==> config.mk <==
export PLATFORM = sky130hd
export DESIGN_NAME = i2c_target
export DESIGN_NICKNAME = d
export VERILOG_FILES = /design/src/rtl/i2c_target_pkg.sv /design/src/rtl/i2c_target_bus_monitor.sv /design/src/rtl/i2c_target.sv
export SDC_FILE = /design/constraint.sdc
export NUM_CORES = 1
export LEC_CHECK = 0
export ABC_AREA = 0
export ABC_CLOCK_PERIOD_IN_PS = 3700
export CAP_MARGIN = 20
export CORE_MARGIN = 4
export CORE_UTILIZATION = 60
export CTS_BUF_LIST = sky130_fd_sc_hd__clkbuf_4 sky130_fd_sc_hd__clkbuf_8 sky130_fd_sc_hd__clkbuf_16
export DETAILED_ROUTE_END_ITERATION = 10
export MAX_ROUTING_LAYER = met4
export PLACE_DENSITY = 0.84
export REMOVE_ABC_BUFFERS = 1
export SYNTH_ARGS = -nofsm -noshare
export SYNTH_HDL_FRONTEND = slang
export SYNTH_SLANG_ARGS = --single-unit
==> constraint.sdc <==
create_clock -name clk -period 3.7 [get_ports clk]
set_input_delay 1.11 -clock clk [delete_from_list [all_inputs] [get_ports clk]]
set_output_delay 1.11 -clock clk [all_outputs]
set_load 0.05 [all_outputs]
==> src/rtl/i2c_target_pkg.sv <==
// Shared types and constants for the I2C target endpoint.
package i2c_target_pkg;

  // Target protocol states.
  typedef enum logic [2:0] {
    StIdle,
    StAddr,
    StAckA,
    StRx,
    StAckRx,
    StTx,
    StAckTx,
    StWaitStop
  } state_e;

  // Open-drain SDA drive levels.
  localparam logic DriveLow = 1'b0;
  localparam logic Release  = 1'b1;

  // Write bytes accepted per transaction; later bytes are NACKed.
  localparam logic [1:0] MaxRxBytes = 2'd2;

endpackage

==> src/rtl/i2c_target_bus_monitor.sv <==
// Synchronises SCL/SDA into the clk domain and decodes bus edges and conditions.
module i2c_target_bus_monitor #(
  parameter int unsigned SYNC_STAGES = 2
) (
  input  logic clk,
  input  logic rst,
  input  logic scl_in,
  input  logic sda_in,
  output logic sda,
  output logic scl_rise,
  output logic scl_fall,
  output logic start_det,
  output logic stop_det
);

  logic [SYNC_STAGES-1:0] scl_sync_q;
  logic [SYNC_STAGES-1:0] sda_sync_q;
  logic                   scl_hist_q;
  logic                   sda_hist_q;
  logic                   scl_s;

  // Synchroniser chains plus one history flop; reset to the idle (released) bus level.
  always_ff @(posedge clk) begin
    if (!rst) begin
      scl_sync_q <= '1;
      sda_sync_q <= '1;
      scl_hist_q <= 1'b1;
      sda_hist_q <= 1'b1;
    end else begin
      scl_sync_q <= {scl_sync_q[SYNC_STAGES-2:0], scl_in};
      sda_sync_q <= {sda_sync_q[SYNC_STAGES-2:0], sda_in};
      scl_hist_q <= scl_sync_q[SYNC_STAGES-1];
      sda_hist_q <= sda_sync_q[SYNC_STAGES-1];
    end
  end

  assign scl_s = scl_sync_q[SYNC_STAGES-1];
  assign sda   = sda_sync_q[SYNC_STAGES-1];

  // SDA edges only count as START/STOP while SCL is stably high.
  assign scl_rise  = scl_s & ~scl_hist_q;
  assign scl_fall  = ~scl_s & scl_hist_q;
  assign start_det = scl_s & scl_hist_q & ~sda & sda_hist_q;
  assign stop_det  = scl_s & scl_hist_q & sda & ~sda_hist_q;

endmodule

==> src/rtl/i2c_target.sv <==
// I2C target: one 7-bit address, 1-2 byte writes into rx_data, 1-2 byte reads from tx_data.
module i2c_target
  import i2c_target_pkg::*;
#(
  parameter logic [6:0]  TARGET_ADDR = 7'h42,
  parameter int unsigned SYNC_STAGES = 2
) (
  input  logic        clk,
  input  logic        rst,
  input  logic        scl_in,
  input  logic        sda_in,
  output logic        sda_out,
  output logic        scl_out,
  input  logic [15:0] tx_data,
  input  logic        tx_two_bytes,
  output logic [15:0] rx_data,
  output logic        rx_two_bytes,
  output logic        rx_valid,
  output logic        rd_done,
  output logic        busy
);

  logic sda_s, scl_rise, scl_fall, start_det, stop_det;

  i2c_target_bus_monitor #(
    .SYNC_STAGES(SYNC_STAGES)
  ) u_bus_monitor (
    .clk      (clk),
    .rst      (rst),
    .scl_in   (scl_in),
    .sda_in   (sda_in),
    .sda      (sda_s),
    .scl_rise (scl_rise),
    .scl_fall (scl_fall),
    .start_det(start_det),
    .stop_det (stop_det)
  );

  state_e      state_q, state_d;
  logic [3:0]  bit_cnt_q, bit_cnt_d;
  logic [1:0]  byte_cnt_q, byte_cnt_d;
  logic [7:0]  shift_q, shift_d;
  logic [7:0]  tx_shift_q, tx_shift_d;
  logic [15:0] tx_buf_q, tx_buf_d;
  logic        tx_two_q, tx_two_d;
  logic        tx_pend_q, tx_pend_d;
  logic        is_wr_q, is_wr_d;
  logic        sda_q, sda_d;
  logic        busy_q, busy_d;
  logic [15:0] rx_data_q, rx_data_d;
  logic        rx_two_q, rx_two_d;
  logic        rx_valid_q, rx_valid_d;
  logic        rd_done_q, rd_done_d;

  logic [7:0]  rx_byte;
  logic [7:0]  tx_first;

  assign rx_byte  = {shift_q[6:0], sda_s};
  assign tx_first = tx_two_q ? tx_buf_q[15:8] : tx_buf_q[7:0];

  // State register and datapath flops.
  always_ff @(posedge clk) begin
    if (!rst) begin
      state_q    <= StIdle;
      bit_cnt_q  <= '0;
      byte_cnt_q <= '0;
      shift_q    <= '0;
      tx_shift_q <= '0;
      tx_buf_q   <= '0;
      tx_two_q   <= 1'b0;
      tx_pend_q  <= 1'b0;
      is_wr_q    <= 1'b0;
      sda_q      <= Release;
      busy_q     <= 1'b0;
      rx_data_q  <= '0;
      rx_two_q   <= 1'b0;
      rx_valid_q <= 1'b0;
      rd_done_q  <= 1'b0;
    end else begin
      state_q    <= state_d;
      bit_cnt_q  <= bit_cnt_d;
      byte_cnt_q <= byte_cnt_d;
      shift_q    <= shift_d;
      tx_shift_q <= tx_shift_d;
      tx_buf_q   <= tx_buf_d;
      tx_two_q   <= tx_two_d;
      tx_pend_q  <= tx_pend_d;
      is_wr_q    <= is_wr_d;
      sda_q      <= sda_d;
      busy_q     <= busy_d;
      rx_data_q  <= rx_data_d;
      rx_two_q   <= rx_two_d;
      rx_valid_q <= rx_valid_d;
      rd_done_q  <= rd_done_d;
    end
  end

  // Next-state logic: bus conditions first, then per-state bit handling.
  always_comb begin
    state_d    = state_q;
    bit_cnt_d  = bit_cnt_q;
    byte_cnt_d = byte_cnt_q;
    shift_d    = shift_q;
    tx_shift_d = tx_shift_q;
    tx_buf_d   = tx_buf_q;
    tx_two_d   = tx_two_q;
    tx_pend_d  = tx_pend_q;
    is_wr_d    = is_wr_q;
    sda_d      = sda_q;
    busy_d     = busy_q;
    rx_data_d  = rx_data_q;
    rx_two_d   = rx_two_q;
    rx_valid_d = 1'b0;
    rd_done_d  = 1'b0;

    if (start_det) begin
      // Also a repeated START: the previous transaction is dropped without rx_valid.
      state_d    = StAddr;
      bit_cnt_d  = '0;
      byte_cnt_d = '0;
      is_wr_d    = 1'b0;
      sda_d      = Release;
      busy_d     = 1'b0;
    end else if (stop_det) begin
      state_d = StIdle;
      sda_d   = Release;
      busy_d  = 1'b0;
      is_wr_d = 1'b0;
      if (is_wr_q && (byte_cnt_q != 2'd0)) begin
        rx_valid_d = 1'b1;
        rx_two_d   = (byte_cnt_q == MaxRxBytes);
      end
    end else begin
      unique case (state_q)
        StIdle: ;
        StAddr: begin
          if (scl_rise && (bit_cnt_q < 4'd8)) begin
            shift_d   = rx_byte;
            bit_cnt_d = bit_cnt_q + 4'd1;
            if ((bit_cnt_q == 4'd7) && (shift_q[6:0] != TARGET_ADDR)) begin
              state_d = StWaitStop;
            end
          end else if (scl_fall && (bit_cnt_q == 4'd8)) begin
            state_d  = StAckA;
            sda_d    = DriveLow;
            busy_d   = 1'b1;
            is_wr_d  = ~shift_q[0];
            tx_buf_d = tx_data;
            tx_two_d = tx_two_bytes;
          end
        end
        StAckA: begin
          if (scl_fall) begin
            if (is_wr_q) begin
              state_d   = StRx;
              sda_d     = Release;
              bit_cnt_d = '0;
            end else begin
              // First read bit goes out on the same fall that ends the address ACK.
              state_d    = StTx;
              sda_d      = tx_first[7];
              tx_shift_d = {tx_first[6:0], 1'b0};
              tx_pend_d  = tx_two_q;
              bit_cnt_d  = 4'd1;
            end
          end
        end
        StRx: begin
          if (scl_rise) begin
            shift_d   = rx_byte;
            bit_cnt_d = bit_cnt_q + 4'd1;
            if (bit_cnt_q == 4'd7) begin
              bit_cnt_d = '0;
              if (byte_cnt_q < MaxRxBytes) begin
                rx_data_d  = {rx_data_q[7:0], rx_byte};
                byte_cnt_d = byte_cnt_q + 2'd1;
                state_d    = StAckRx;
              end else begin
                state_d = StWaitStop;
              end
            end
          end
        end
        StAckRx: begin
          // bit_cnt tracks the ACK phase: 0 = drive low next fall, 1 = release next fall.
          if (scl_fall) begin
            if (bit_cnt_q == 4'd0) begin
              sda_d     = DriveLow;
              bit_cnt_d = 4'd1;
            end else begin
              sda_d     = Release;
              bit_cnt_d = '0;
              state_d   = StRx;
            end
          end
        end
        StTx: begin
          if (scl_fall) begin
            if (bit_cnt_q == 4'd8) begin
              sda_d   = Release;
              state_d = StAckTx;
            end else begin
              sda_d      = tx_shift_q[7];
              tx_shift_d = {tx_shift_q[6:0], 1'b0};
              bit_cnt_d  = bit_cnt_q + 4'd1;
            end
          end
        end
        StAckTx: begin
          if (scl_rise) begin
            if (!sda_s && tx_pend_q) begin
              tx_shift_d = tx_buf_q[7:0];
              tx_pend_d  = 1'b0;
              bit_cnt_d  = '0;
              state_d    = StTx;
            end else begin
              rd_done_d = 1'b1;
              state_d   = StWaitStop;
            end
          end
        end
        StWaitStop: sda_d = Release;
        default:    state_d = StIdle;
      endcase
    end
  end

  assign sda_out      = sda_q;
  assign scl_out      = 1'b1;
  assign rx_data      = rx_data_q;
  assign rx_two_bytes = rx_two_q;
  assign rx_valid     = rx_valid_q;
  assign rd_done      = rd_done_q;
  assign busy         = busy_q;

endmodule

==> reports/results.md, run 1 <==
| Metric | This run | Unit |
|:---|:---|:---|
| Proportion of register bits with asynchronous set or reset after synthesis | 0 | - |
| Power Density | 457 | nW/um^2 |
| Total wire length | 8.18 | mm |
| Share of layout cells above drive strength 1 | 0.0940 | - |
| Leftover overflow at the end of global routing | 0 | - |
| Count of hold buffers inserted by post-cts repair | 0 | - |
| Buffer depth of the longest clock path | 2 | - |
| Dominant cell type by area after synthesis | sky130_fd_sc_hd__dfxtp_1 | - |
| Flop2flop setup slack | 0.67 | ns |
| Kind of cell adding the most delay to the critical path | flip-flops | - |
| Wire length of the first global-routing pass | 14.1 | mm |
| Finish-stage setup viols | 0 | - |
| Effective utilization at floorplan | 0.625 | - |
| Filler cell count | 437 | - |
| Routed wire per std cell | 15.8 | um |
| Non-filler cells, final | 519 | - |
| Die Ht | 84.0 | um |
| Register clock-pin slew on the reported worst setup and hold paths | 0.08 | ns |
| Total number of placement rows | 27 | - |
| Critical path fanouts, max | 29 | - |
| CTS tree | yes | - |
| Area share of the leading cell type in the synthesized netlist | 0.405 | - |
| Horizontal die dimension | 84.0 | um |
| Remaining routing DRC violations | 0 | - |
| Layout Utilization | 0.736 | - |
| Growth of design area from synthesis to finish | 17.7 | % |
| Final Skew | 0.0102 | ns |
| Crit-path cells | inv_1, a2111oi_2, or2_0, a21oi_1, a311oi_1 | - |
| Routability cong. | 0.952 | - |
| Combined area of all synthesized cells | 3460 | um^2 |
| Hold violation total from the final report | 0 | - |
| Leakage component of the power | 1.29 | nW |
| Number of cell instances on the worst register-to-register path | 5 | - |
| Clock root buffer | sky130_fd_sc_hd__clkbuf_8 | - |
| # Max-Cap Violations | 0 | - |
| Kind of critical path | register to register | - |
| Post-Place Cells | 503 | - |
| Outcome | complete, no violations | - |
| R2r endpoint | tx_shift_q[3] | - |
| Maximum level of the CTS H-tree | 3 | - |
| I/O pin count | 43 | - |
| Setup TNS Final | 0 | ns |
| Count of routing violations after the opening detailed-route iteration | 321 | - |
| Clock latency on the worst-skew pair | 0.35 | ns |
| Worst flop-to-flop path startpoint | state_q[1] | - |
| Primary FF master, synth | sky130_fd_sc_hd__dfxtp_1 | - |
| Synth area leaders | sky130_fd_sc_hd__dfxtp_1 (40%), sky130_fd_sc_hd__nand2_1 (8.0%), sky130_fd_sc_hd__a21oi_1 (8.0%) | - |
| Worst vdd ir | 0.310 | mV |
| Sequential cell area fraction in the yosys report | 0.405 | - |
| Final critical delay including setup and external delays | 3.03 | ns |
| Post-cts gate resize count | 0 | - |
| Unrepaired setup endpoints after global routing | no | - |
| Die area | 7050 | um^2 |
| Post-route clock period utilization | 0.819 | - |
| Clk sinks | 70 | - |
| Post-Syn Instances | 419 | - |
| Power Total | 0.00186 | W |
| FF+latch count, synth | 70 | - |
| Number of antenna violations at the first check in global routing | 0 | - |
| Post-detailed-route count of antenna-violating nets | 0 | - |
| Hold worst-path end | u_bus_monitor.scl_sync_q[1] | - |
| Slew Limit Fails | 0 | - |
| Crit path required time | 3.95 | ns |
| Number of buffer cells added on primary ports | 41 | - |
| Syn avg cell area | 8.26 | um^2 |
| Core area | 5540 | um^2 |
| Max-slew headroom | 0.349 | - |
| CTS Buf Count | 9 | - |
| Cell with the biggest individual delay on the critical path | sky130_fd_sc_hd__dfxtp_1 | - |
| Worst min path class | register to register | - |
| Critical Path Max Stage Delay | 0.94 | ns |
| Largest net degree at the start of global routing | 51 | - |
| Kind of launch point of the worst setup path | register | - |
| Hold Path Origin | u_bus_monitor.scl_sync_q[0] | - |
| Number of enable flip-flop cells after synthesis | 0 | - |
| Worst Setup End Kind | register | - |
| Via count of the first global-routing pass | 3049 | - |
| WP data arrival | 3.28 | ns |
| Detailed-router iteration count before antenna repair | 5 | - |
| Total vias in the final route | 3136 | - |
| HPWL reported at the end of detailed placement | 5.41 | mm |
| Vias/cell | 6.04 | - |
| Number of diodes | 0 | - |
| Worst path bufs/invs | 1 | - |
| Fmax | 330 | MHz |
| Cell depth of the worst hold path | 1 | - |
| Final net count | 467 | - |
| Worst Max-Slew Pin Slew | 0.969 | ns |
| Post-CTS setup buffers | 0 | - |
| Number of synthesis warnings | 0 | - |
| Total Routing Usage GR | 0.245 | - |
| Count of cell types in the netlist | 61 | - |
-- report_power, final --
| part | total [W] | switching [W] | internal, W |
|---|---|---|---|
| Combinational | 0.000323 | 0.000190 | 0.000133 |
| Sequential | 0.000832 | 0.0000502 | 0.000782 |
| Clock | 0.000707 | 0.000305 | 0.000401 |
-- cells in the mapped netlist (all sizes together), types with 2 or more instances --
cell / instances
o21a: 2
a22oi: 2
inv: 7
clkbuf: 20
o22ai: 9
nand3: 3
a21bo: 2
mux2i: 9
xnor2: 2
buf: 13
nand4b: 2
o21ai: 26
nand2b: 13
nor4: 4
a211oi: 3
a21oi: 55
nor3b: 6
mux2: 8
nor3: 5
a311oi: 8
nor2b: 7
and3: 2
o221ai: 8
and2: 2
or2: 2
o31ai: 2
or4: 2
dfxtp: 70
o2111ai: 2
nand3b: 4
ha: 4
nand2: 74
a2111oi: 2
nor2: 21
a31oi: 3
-- sequential cells by signal, summed over array words and instances, names as in the netlist, 2 cells and up --
name	count
state_q	3
tx_buf_q	16
tx_shift_q	8
u_bus_monitor.sda_sync_q	2
u_bus_monitor.scl_sync_q	2
bit_cnt_q	4
byte_cnt_q	2
rx_data	16
shift_q	7
-- stage by stage --
stage                     area, um^2  setup slack (ns)  hold WS, ns
after floorplan                 3310             0.734        0.386
after global placement          3840             0.935        0.392
after detailed placement        3840             0.727        0.401
after CTS                       4080             0.719        0.420
after global routing            4080             0.329        0.439
final                           4080             0.669        0.418
-- cell type report --
class	count	area [um^2]	share of cell area
Timing Repair Buffer	45	440	0.108
Sequential cell	70	1400	0.344
Multi-Input combinational cell	308	1880	0.462
Tap cell	72	90.1	0.0221
Inverter	8	30.0	0.00737
Clock buffer	10	138	0.0338
Clock inverter	6	92.6	0.0227
-- placed cells by master, fill, tap and decap left out, types with 3 or more instances in the layout --
cell type	instances
sky130_fd_sc_hd__nor3b_1	6
sky130_fd_sc_hd__ha_1	4
sky130_fd_sc_hd__o22ai_1	9
sky130_fd_sc_hd__mux2i_1	9
sky130_fd_sc_hd__nand3_1	3
sky130_fd_sc_hd__a31oi_1	3
sky130_fd_sc_hd__clkdlybuf4s50_1	41
sky130_fd_sc_hd__nand3b_1	4
sky130_fd_sc_hd__mux2_2	8
sky130_fd_sc_hd__a21oi_1	55
sky130_fd_sc_hd__nor2_1	21
sky130_fd_sc_hd__o221ai_1	8
sky130_fd_sc_hd__nand2b_1	13
sky130_fd_sc_hd__o21ai_0	24
sky130_fd_sc_hd__dfxtp_1	70
sky130_fd_sc_hd__a311oi_1	6
sky130_fd_sc_hd__nor2b_1	7
sky130_fd_sc_hd__nor3_1	5
sky130_fd_sc_hd__inv_1	7
sky130_fd_sc_hd__clkbuf_8	10
sky130_fd_sc_hd__buf_4	4
sky130_fd_sc_hd__nand2_1	74
-- cells by family (layout without fill, tap and decap cells) --
family,count (synthesis),in the layout,share of synthesized area
other cells,1,1,0.00108
compound gates,132,132,0.250
buf+inv,41,69,0.0531
flops,70,70,0.405
xor+xnor,2,2,0.00506
mux,17,17,0.0520
simple gates,152,152,0.219
fa+ha+maj,4,4,0.0145
-- metal layers --
layer	wire, um	track usage	vias to the layer above
li1	-	-	1544
met1	3730	0.308	1475
met2	3900	0.401	103
met3	403	0.0494	14
met4	142	0.0716	0
met5	0	-	-
-- worst max path at each step --
stage / cells past startpoint / from / end / slack (ns)
2_1_floorplan: 3 / state_q[0] / is_wr_q / 0.73
3_3_place_gp: 5 / state_q[1] / tx_shift_q[5] / 0.94
3_5_place_dp: 5 / state_q[1] / tx_shift_q[3] / 0.73
4_1_cts: 5 / state_q[1] / tx_shift_q[3] / 0.72
5_1_grt: 5 / state_q[1] / tx_shift_q[3] / 0.33
6_report: 5 / state_q[1] / tx_shift_q[3] / 0.67
No activity file was read; power rests on OpenSTA's default activity.
==> run 2, diff against run 1 <==
ABC_CLOCK_PERIOD_IN_PS = 2500   (was 3700)
CORE_UTILIZATION = 50   (was 60)
PLACE_DENSITY = 0.75   (was 0.84)
clock period = 2.5 ns   (was 3.7 ns; I/O delays follow)
==> run 2 against run 1 <==
- design area up 1.8%
- sequential cell count stayed put
- core utilization down 12 points
- critical path type is now register to primary output
- die area is 18% higher
- register-to-register slack got worse by 0.43 ns
- cell count is 4.6% higher
- sequential power is 44% higher
- routed wire length grew 2.4%
- largest power group unchanged
==> reports/results.md, run 2 (synthesis results as in run 1) <==
| Metric | This run | Unit | vs previous |
|:---|:---|:---|:---|
| Outcome | complete, no violations | - |  |
| Clock latency on the worst-skew pair | 0.34 | ns | about the same |
| Critical Path Max Stage Delay | 0.82 | ns | -0.12 ns |
| Kind of cell adding the most delay to the critical path | buffers and inverters | - |  |
| Number of diodes | 0 | - | unchanged |
| Total number of placement rows | 30 | - | +11% |
| WP data arrival | 1.53 | ns | -1.75 ns |
| Max-slew headroom | 0.546 | - | +0.197 |
| Total vias in the final route | 3152 | - | +0.51% |
| Routing usage on met3 | 0.0481 | - | -0.00131 |
| Worst flop-to-flop path startpoint | bit_cnt_q[0] | - |  |
| Most common cell after layout, fill and taps aside | sky130_fd_sc_hd__nand2_1 | - |  |
| Cell depth of the worst hold path | 1 | - | unchanged |
| Unrepaired setup endpoints after global routing | no | - |  |
| Horizontal die dimension | 91.2 | um | +8.6% |
| Routed wire per std cell | 15.4 | um | -2.1% |
| Hold violation total from the final report | 0 | - | unchanged |
| Count of routing violations after the opening detailed-route iteration | 183 | - | -43% |
| CTS Buf Count | 9 | - | unchanged |
| Final net count | 483 | - | +3.4% |
| Fraction of met2 tracks used by global routing | 0.323 | - | -0.0782 |
| Number of antenna violations at the first check in global routing | 0 | - | unchanged |
| GRT met1 Usage | 0.280 | - | -0.0279 |
| Remaining routing DRC violations | 0 | - | unchanged |
| Post-CTS setup buffers | 0 | - | unchanged |
| Count of hold buffers inserted by post-cts repair | 0 | - | unchanged |
| HPWL reported at the end of detailed placement | 5.77 | mm | +6.7% |
| Worst min path class | register to register | - |  |
| Post-route clock period utilization | 0.913 | - |  |
| Maximum level of the CTS H-tree | 3 | - | unchanged |
| Worst Setup End Kind | primary output | - |  |
| Final Skew | 0.0114 | ns | +0.00119 ns |
| Leakage component of the power | 1.35 | nW | +4.5% |
| Buffer depth of the longest clock path | 2 | - | unchanged |
| Slew Limit Fails | 0 | - | unchanged |
| Cell with the biggest individual delay on the critical path | sky130_fd_sc_hd__clkdlybuf4s50_1 | - |  |
| Clock root buffer | sky130_fd_sc_hd__clkbuf_8 | - |  |
| R2r endpoint | bit_cnt_q[3] | - |  |
| Power Density | 618 | nW/um^2 | +35% |
| Hold Path Origin | u_bus_monitor.scl_sync_q[0] | - |  |
| Kind of launch point of the worst setup path | register | - |  |
| Kind of critical path | register to primary output | - |  |
| # Max-Cap Violations | 0 | - | unchanged |
| Leftover overflow at the end of global routing | 0 | - | unchanged |
| Setup TNS Final | 0 | ns | unchanged |
| Die Ht | 91.2 | um | +8.6% |
| Total Routing Usage GR | 0.216 | - | -0.0298 |
| Cell area reported after detailed placement | 3980 | um^2 | +3.4% |
| Crit path required time | 1.75 | ns | -2.20 ns |
| Largest net degree at the start of global routing | 39 | - | -24% |
| Total wire length | 8.37 | mm | +2.4% |
| Worst Max-Slew Pin Slew | 0.674 | ns | -0.295 ns |
| Growth of design area from synthesis to finish | 19.8 | % |  |
| Final critical delay including setup and external delays | 2.28 | ns |  |
| Core area | 6760 | um^2 | +22% |
| I/O pin count | 43 | - | unchanged |
| Worst path bufs/invs | 1 | - | unchanged |
| Worst vdd ir | 0.354 | mV | +14% |
| Post-Place Cells | 527 | - | +4.8% |
| Area of all placed cells without fillers | 4150 | um^2 | +1.8% |
| Detailed-router iteration count before antenna repair | 5 | - | unchanged |
| Post-detailed-route count of antenna-violating nets | 0 | - | unchanged |
| Fmax | 438 | MHz |  |
| Post-cts gate resize count | 0 | - | unchanged |
| Wire length of the first global-routing pass | 14.2 | mm | +0.98% |
| Hold worst-path end | u_bus_monitor.scl_sync_q[1] | - |  |
| Share of layout cells above drive strength 1 | 0.125 | - | +0.0313 |
| Clk sinks | 70 | - | unchanged |
| CTS tree | yes | - |  |
| Critical path fanouts, max | 3 | - | -90% |
| Die area | 8320 | um^2 | +18% |
| Crit-path cells | clkdlybuf4s50_1 | - |  |
| Non-filler cells, final | 543 | - | +4.6% |
| Power Total | 0.00256 | W | +38% |
| Via count of the first global-routing pass | 2954 | - | -3.1% |
| Routability cong. | 0.930 | - | -2.3% |
| Busiest layer in global routing | met2 | - |  |
| Worst hold margin | 0.415 | ns | -0.00315 ns |
| Effective utilization at floorplan | 0.512 | - | -0.112 |
| Number of cell instances on the worst register-to-register path | 7 | - | +2 |
| Finish-stage setup viols | 0 | - | unchanged |
| Register clock-pin slew on the reported worst setup and hold paths | 0.08 | ns | about the same |
| Vias/cell | 5.80 | - | -3.9% |
| Flop2flop setup slack | 0.24 | ns | -0.43 ns |
| Number of buffer cells added on primary ports | 41 | - | unchanged |
| Top library cells by usage in the layout, fill and taps aside | sky130_fd_sc_hd__nand2_1 (74), sky130_fd_sc_hd__dfxtp_1 (70), sky130_fd_sc_hd__a21oi_1 (55) | - |  |
run 2: layout make-up:
cell class	instances	area (um^2)
Clock buffer	9	124
Clock inverter	7	48.8
Fill cell	595	2610
Inverter	8	30.0
Multi-Input combinational cell	308	1880
Sequential cell	70	1400
Tap cell	80	100
Timing Repair Buffer	61	561
run 2: where the power goes:
part           leakage, nW  internal (W)  switching (W)
Sequential           0.566       0.00116      0.0000465
Clock               0.0894      0.000361       0.000452
Combinational        0.697      0.000232       0.000314
Total                 1.35       0.00175       0.000813
run 2: per-layer routing:
layer	share of wire	routed length, um
met3	0.052	438
met1	0.46	3850
met4	0.024	199
met5	0	0
met2	0.46	3890
run 2: worst max path at each step:
stage                 start      endpoint  cells past startpoint
6_report         rx_data[5]    rx_data[5]                      1
2_1_floorplan    state_q[0]       is_wr_q                      3
5_1_grt        bit_cnt_q[0]  bit_cnt_q[3]                      7
3_5_place_dp   bit_cnt_q[0]  bit_cnt_q[3]                      7
4_1_cts          rx_data[5]    rx_data[5]                      1
3_3_place_gp            rst       sda_out                      5
run 2: stage by stage:
stage          setup slack (ns)   util
2_1_floorplan            -0.466      -
3_3_place_gp              0.379  0.588
3_5_place_dp              0.311  0.588
4_1_cts                   0.199  0.614
5_1_grt                   0.119  0.614
6_report                  0.218  0.614
==> run 3, diff against run 2 <==
CAP_MARGIN = 10   (was 20)
==> results of run 3 <==
The final DEF is identical to that of run 2; final timing and power are the same.
